==> config.mk <==
export PLATFORM = sky130hd
export DESIGN_NAME = if_id_stage
export DESIGN_NICKNAME = d
export VERILOG_FILES = /design/src/rtl/if_id_stage.sv
export SDC_FILE = /design/constraint.sdc
export NUM_CORES = 1
export LEC_CHECK = 0
export CAP_MARGIN = 20
export CORE_ASPECT_RATIO = 0.7
export CORE_MARGIN = 3
export CORE_UTILIZATION = 35
export CTS_BUF_LIST = sky130_fd_sc_hd__clkbuf_2
export DETAILED_ROUTE_END_ITERATION = 8
export PLACE_DENSITY = 0.73
export RECOVER_POWER = 100
export SLEW_MARGIN = 20
export SYNTH_ARGS = -nofsm -noshare
export SYNTH_HDL_FRONTEND = slang
export SYNTH_SLANG_ARGS = --single-unit
==> constraint.sdc <==
create_clock -name clk -period 1.5 [get_ports clk]
set_input_delay 0.225 -clock clk [delete_from_list [all_inputs] [get_ports clk]]
set_output_delay 0.225 -clock clk [all_outputs]
set_load 0.01 [all_outputs]
==> src/rtl/if_id_stage.sv <==
// IF/ID pipeline register with load-use hazard stall and branch/jump flush.
// Registers update on the falling clock edge, in step with the other pipeline
// registers. Reset is synchronous and active-high.
// Optional macro IF_ID_PERF_COUNTERS_EN adds saturating 16-bit stall and
// redirect counters on two extra output ports.
//
// state | meaning
// RUN   | normal flow, hazard detection active
// STALL | one-cycle bubble after a load-use stall, hazard detection masked
module if_id_stage #(
  parameter int N = 32
) (
  input  logic         clk,
  input  logic         reset,
  input  logic [N-1:0] IF_ID_PC_Input,
  input  logic [N-1:0] IF_ID_Inst_Input,
  input  logic         ID_EX_MemRead_Input,
  input  logic [4:0]   ID_EX_WriteRegister_Input,
  input  logic         Branch_Taken_Input,
  input  logic         Jump_Input,
  output logic [N-1:0] IF_ID_PC_Output,
  output logic [N-1:0] IF_ID_Inst_Output,
  output logic         IF_ID_Valid_Output,
  output logic         PC_Write_Output,
  output logic         ID_EX_Flush_Output
`ifdef IF_ID_PERF_COUNTERS_EN
  ,
  output logic [15:0]  Stall_Count_Output,
  output logic [15:0]  Flush_Count_Output
`endif
);

  typedef enum logic {RUN = 1'b0, STALL = 1'b1} state_t;

  state_t       state_q, state_d;
  logic [N-1:0] pc_q, pc_d;
  logic [N-1:0] inst_q, inst_d;
  logic         valid_q, valid_d;

  logic [4:0] rs;
  logic [4:0] rt;
  logic       hazard;
  logic       redirect;
  logic       stall;

  assign rs       = inst_q[25:21];
  assign rt       = inst_q[20:16];
  assign redirect = Branch_Taken_Input | Jump_Input;

  // Load-use detection; $zero never creates a dependency, STALL masks a repeat.
  always_comb begin
    hazard = ID_EX_MemRead_Input && (ID_EX_WriteRegister_Input != 5'd0) &&
             valid_q && (state_q == RUN) &&
             ((ID_EX_WriteRegister_Input == rs) || (ID_EX_WriteRegister_Input == rt));
    stall  = hazard && !redirect;
  end

  // Next-state and pipeline-control outputs; reset wins, then redirect, then stall.
  always_comb begin
    state_d            = RUN;
    pc_d               = IF_ID_PC_Input;
    inst_d             = IF_ID_Inst_Input;
    valid_d            = 1'b1;
    PC_Write_Output    = 1'b1;
    ID_EX_Flush_Output = 1'b0;
    if (reset) begin
      pc_d    = '0;
      inst_d  = '0;
      valid_d = 1'b0;
    end else if (redirect) begin
      pc_d               = '0;
      inst_d             = '0;
      valid_d            = 1'b0;
      ID_EX_Flush_Output = 1'b1;
    end else if (stall) begin
      state_d            = STALL;
      pc_d               = pc_q;
      inst_d             = inst_q;
      valid_d            = valid_q;
      PC_Write_Output    = 1'b0;
      ID_EX_Flush_Output = 1'b1;
    end
  end

  // Pipeline register and FSM state, falling-edge clocked.
  always_ff @(negedge clk) begin
    state_q <= state_d;
    pc_q    <= pc_d;
    inst_q  <= inst_d;
    valid_q <= valid_d;
  end

  assign IF_ID_PC_Output    = pc_q;
  assign IF_ID_Inst_Output  = inst_q;
  assign IF_ID_Valid_Output = valid_q;

`ifdef IF_ID_PERF_COUNTERS_EN
  logic [15:0] stall_cnt_q, stall_cnt_d;
  logic [15:0] flush_cnt_q, flush_cnt_d;

  // Saturating event counters.
  always_comb begin
    stall_cnt_d = stall_cnt_q;
    flush_cnt_d = flush_cnt_q;
    if (reset) begin
      stall_cnt_d = '0;
      flush_cnt_d = '0;
    end else begin
      if (stall && (stall_cnt_q != 16'hFFFF))
        stall_cnt_d = stall_cnt_q + 16'd1;
      if (redirect && (flush_cnt_q != 16'hFFFF))
        flush_cnt_d = flush_cnt_q + 16'd1;
    end
  end

  // Counter registers.
  always_ff @(negedge clk) begin
    stall_cnt_q <= stall_cnt_d;
    flush_cnt_q <= flush_cnt_d;
  end

  assign Stall_Count_Output = stall_cnt_q;
  assign Flush_Count_Output = flush_cnt_q;
`endif

endmodule

* After elaboration in Yosys (flattened, before gate mapping) *
Cells that the tools add are included.

word-level totals
  bits in registers = 66
  word-level logic and storage cells = 23
  output and inout bits = 67

cells by class
  multiplexer cells = 6
  bitwise gates (word level) = 2
  reduce and logical (&&, ||, !) cells = 9
  equality and inequality tests = 2

operator list
  cell                count
  5-bit == test       2
  1-bit 2-to-1 mux    6
  1-bit logical AND   5
  5-bit nonzero test  1
  2-bit OR reduction  1
  1-bit logical NOT   1
  1-bit logical OR    1
  1-bit inverter      1
  1-bit bitwise OR    1

* Longest topological paths before layout *
  word-level depth = 9
  depth in mapped cells = 7

==> summary.txt <==
status: complete, but fails checks
failing checks: setup timing
Distinct cells, synth: 23
slowest CP cell: dfxtp_2
CTS tree: built
WS Path Type: flop to output pin
Hold Path Class: flop to flop
final setup margin: -1313 ps
Reg clk slew, reported paths: 80 ps
Ports: 141
die span in x: 113.6 um
Detailed Route Iter0 Violations: 178
Fin. Hold Viols: 0
Area growth syn-to-layout: 110.5%
max-slew violations: 0
CTS Hold Bufs: 0
crit-path max FO: 2
die area: 0.009234 mm^2
Routed Antenna Nets: 0
# clock sinks: 66
startpoint types: flop
largest cells by area after synthesis: dfxtp_1, nand3_1, a21oi_1
GPL Wtd Cong: 0.7970
IO Port Bufs: 140
hold_sp: IF_ID_PC_Output[3]$_SDFFE_NP0N_
Leak: 0.002576 uW
Worst setup EP type: output pin
via/cell ratio: 5.146
clock root buffer: clkbuf_2
most frequent cells in the layout: buf_6, inv_1, clkdlybuf4s50_1, dfxtp_2, nand3_1
Mapped Nets: 395
crit path launch: IF_ID_Inst_Output[25]$_SDFFE_NP0N_
core area: 0.007580 mm^2
crit-path cells: xnor2_2, nand3_2, o22ai_4, buf_6, buf_6, nand3_4, buf_6
initial antenna violation count: 0
Worst-Skew Late Latency: 560 ps
share of cells above drive strength 1: 52.47%
Most Frequent Cell on Critical Path: buf_6
final core utilization: 78.76%
row count: 26
pwr dens: 786.4 mW/mm^2
Mapped Cells: 321
endpoints failing setup: 132
hpwl dp: 6.543 mm
total power: 4695 uW
H-tree Lvls: 3
total CTS buffers: 9
Post-Synthesis Cell Area: 0.002835 mm^2
register area share after synthesis: 46.60%
slew margin rel.: 77.77%
setup TNS: -65380 ps
average size of a mapped cell: 8.832 um^2
Wirelength per Cell: 17.23 um
largest area contributor in the netlist: dfxtp_1
die height: 81.30 um
largest net degree at the start of global routing: 34
Total Wirelength: 11.82 mm
max incr delay on CP: 360 ps
peak supply drop: 0.4554 mV
initial cell density of the core: 37.41%
commonest non-fill, non-tap cell in the layout: buf_6
RSZ-0062 raised after global routing: true
grt ovf: 0
max_cap viols: 0
filler instances: 526
Total Routing Usage GR: 24.46%
Clock Tree Buf Depth: 2
global-route wire length before repair: 17.90 mm
number of global-route vias before repair: 3811
synthesized flop and latch total: 66
WP data arrival: 2590 ps
nets@finish: 656
Initial DRT Pass Iterations: 5
Yosys warning count: 0
DR vias: 3530
Clock Skew: 56.48 ps
worst flop-to-flop path startpoint: IF_ID_Inst_Output[25]$_SDFFE_NP0N_
DRC Markers: 0
worst-margin pin slew: 333.4 ps
WP data required: 1270 ps
top cell type's share of synthesized area: 46.60%
==> stage by stage <==
stage / setup slack [ps] / cells / hold slack [ps] / instance area (um^2)
final: -1313 / 686 / 468.0 / 5969
after global routing: -1412 / 685 / 483.9 / 5967
after CTS: -1313 / 670 / 463.7 / 5705
after detailed placement: -1313 / 559 / 455.4 / 4551
after global placement: -1264 / 559 / 446.7 / 4551
after floorplan: -714.7 / 321 / 476.0 / 2912
==> critical path, delay by kind of cell (launching register included) <==
kind / cells / cell delay, ps
DFF: 1 / 360
buffers and inverters: 3 / 350
AOI/OAI and AO/OA: 1 / 240
and+or+nand+nor: 2 / 210
xor gates and xnor gates: 1 / 120
==> flip-flops by register name, indices dropped and copies added, names as in the netlist <==
register,flops
IF_ID_Valid_Output,1
state_q,1
IF_ID_Inst_Output,32
IF_ID_PC_Output,32
==> layer usage <==
| layer | share of wire, % | track usage (%) | up-vias |
|---|---|---|---|
| met2 | 50 | 40.83 | 129 |
| met1 | 42 | 28.65 | 1695 |
| met5 | 0 | 0 | - |
| li1 | - | - | 1693 |
| met4 | 0.96 | 10.08 | 0 |
| met3 | 7.1 | 9.010 | 13 |
==> worst paths after layout <==
check / endpoint / slack (ps) / cells past startpoint
worst max-delay path: PC_Write_Output / -1310 / 7
worst min-delay path: IF_ID_PC_Output[3]$_SDFFE_NP0N_ / 470 / 2
worst max register to register: IF_ID_PC_Output[15]$_SDFFE_NP0N_ / -290 / 8
worst min register to register: IF_ID_PC_Output[3]$_SDFFE_NP0N_ / 470 / 2
==> cells by family after synthesis <==
| logic type | after synthesis | synth area share [%] |
|---|---|---|
| AO/OA/AOI/OAI | 133 | 27.76 |
| XOR/XNOR | 10 | 3.089 |
| flip-flops | 66 | 46.60 |
| AND/OR/NAND/NOR | 75 | 13.55 |
| buffers and inverters | 37 | 9.003 |
==> synth_stat cells <==
cell type	count
dfxtp_1	66
nand3_1	65
a21oi_1	59
o21ai_1	44
o21ai_2	20
buf_2	12
buf_6	10
xnor2_1	10
clkbuf_1	9
a21oi_2	6
nand2_1	4
buf_8	2
inv_2	2
nand3_2	2
nor2_1	2
a211o_2	1
a211oi_2	1
buf_4	1
inv_1	1
nor3_2	1
o22a_1	1
o22ai_2	1
or3_1	1
==> timing repair <==
action / CTS / global route
pin swaps: 21 / 5
gates resized for setup: 482 / 32
setup buffers: 26 / 15
endpoints found under the setup margin: 132 / 132
cloned: 6 / 4
==> final cells by class <==
| type | instances | area [um^2] | area share, % |
|---|---|---|---|
| antenna | 1 | 2.502 | 0.04192 |
| multi-input combinational | 218 | 1531 | 25.65 |
| inverter | 2 | 7.507 | 0.1258 |
| tap | 98 | 122.6 | 2.054 |
| sequential | 66 | 1410 | 23.62 |
| clock inverter | 73 | 337.8 | 5.659 |
| clock buffer | 9 | 45.04 | 0.7546 |
| timing repair buffer | 219 | 2512 | 42.09 |
==> where the power goes <==
part	total [uW]	leakage, uW	internal (uW)	switching, uW
clock	1990	0.000436	777	1210
combinational	866	0.00157	514	351
sequential	1840	0.000567	1810	38.4
total	4690	0.00258	3100	1600
No activity file was read; power rests on OpenSTA's default activity.
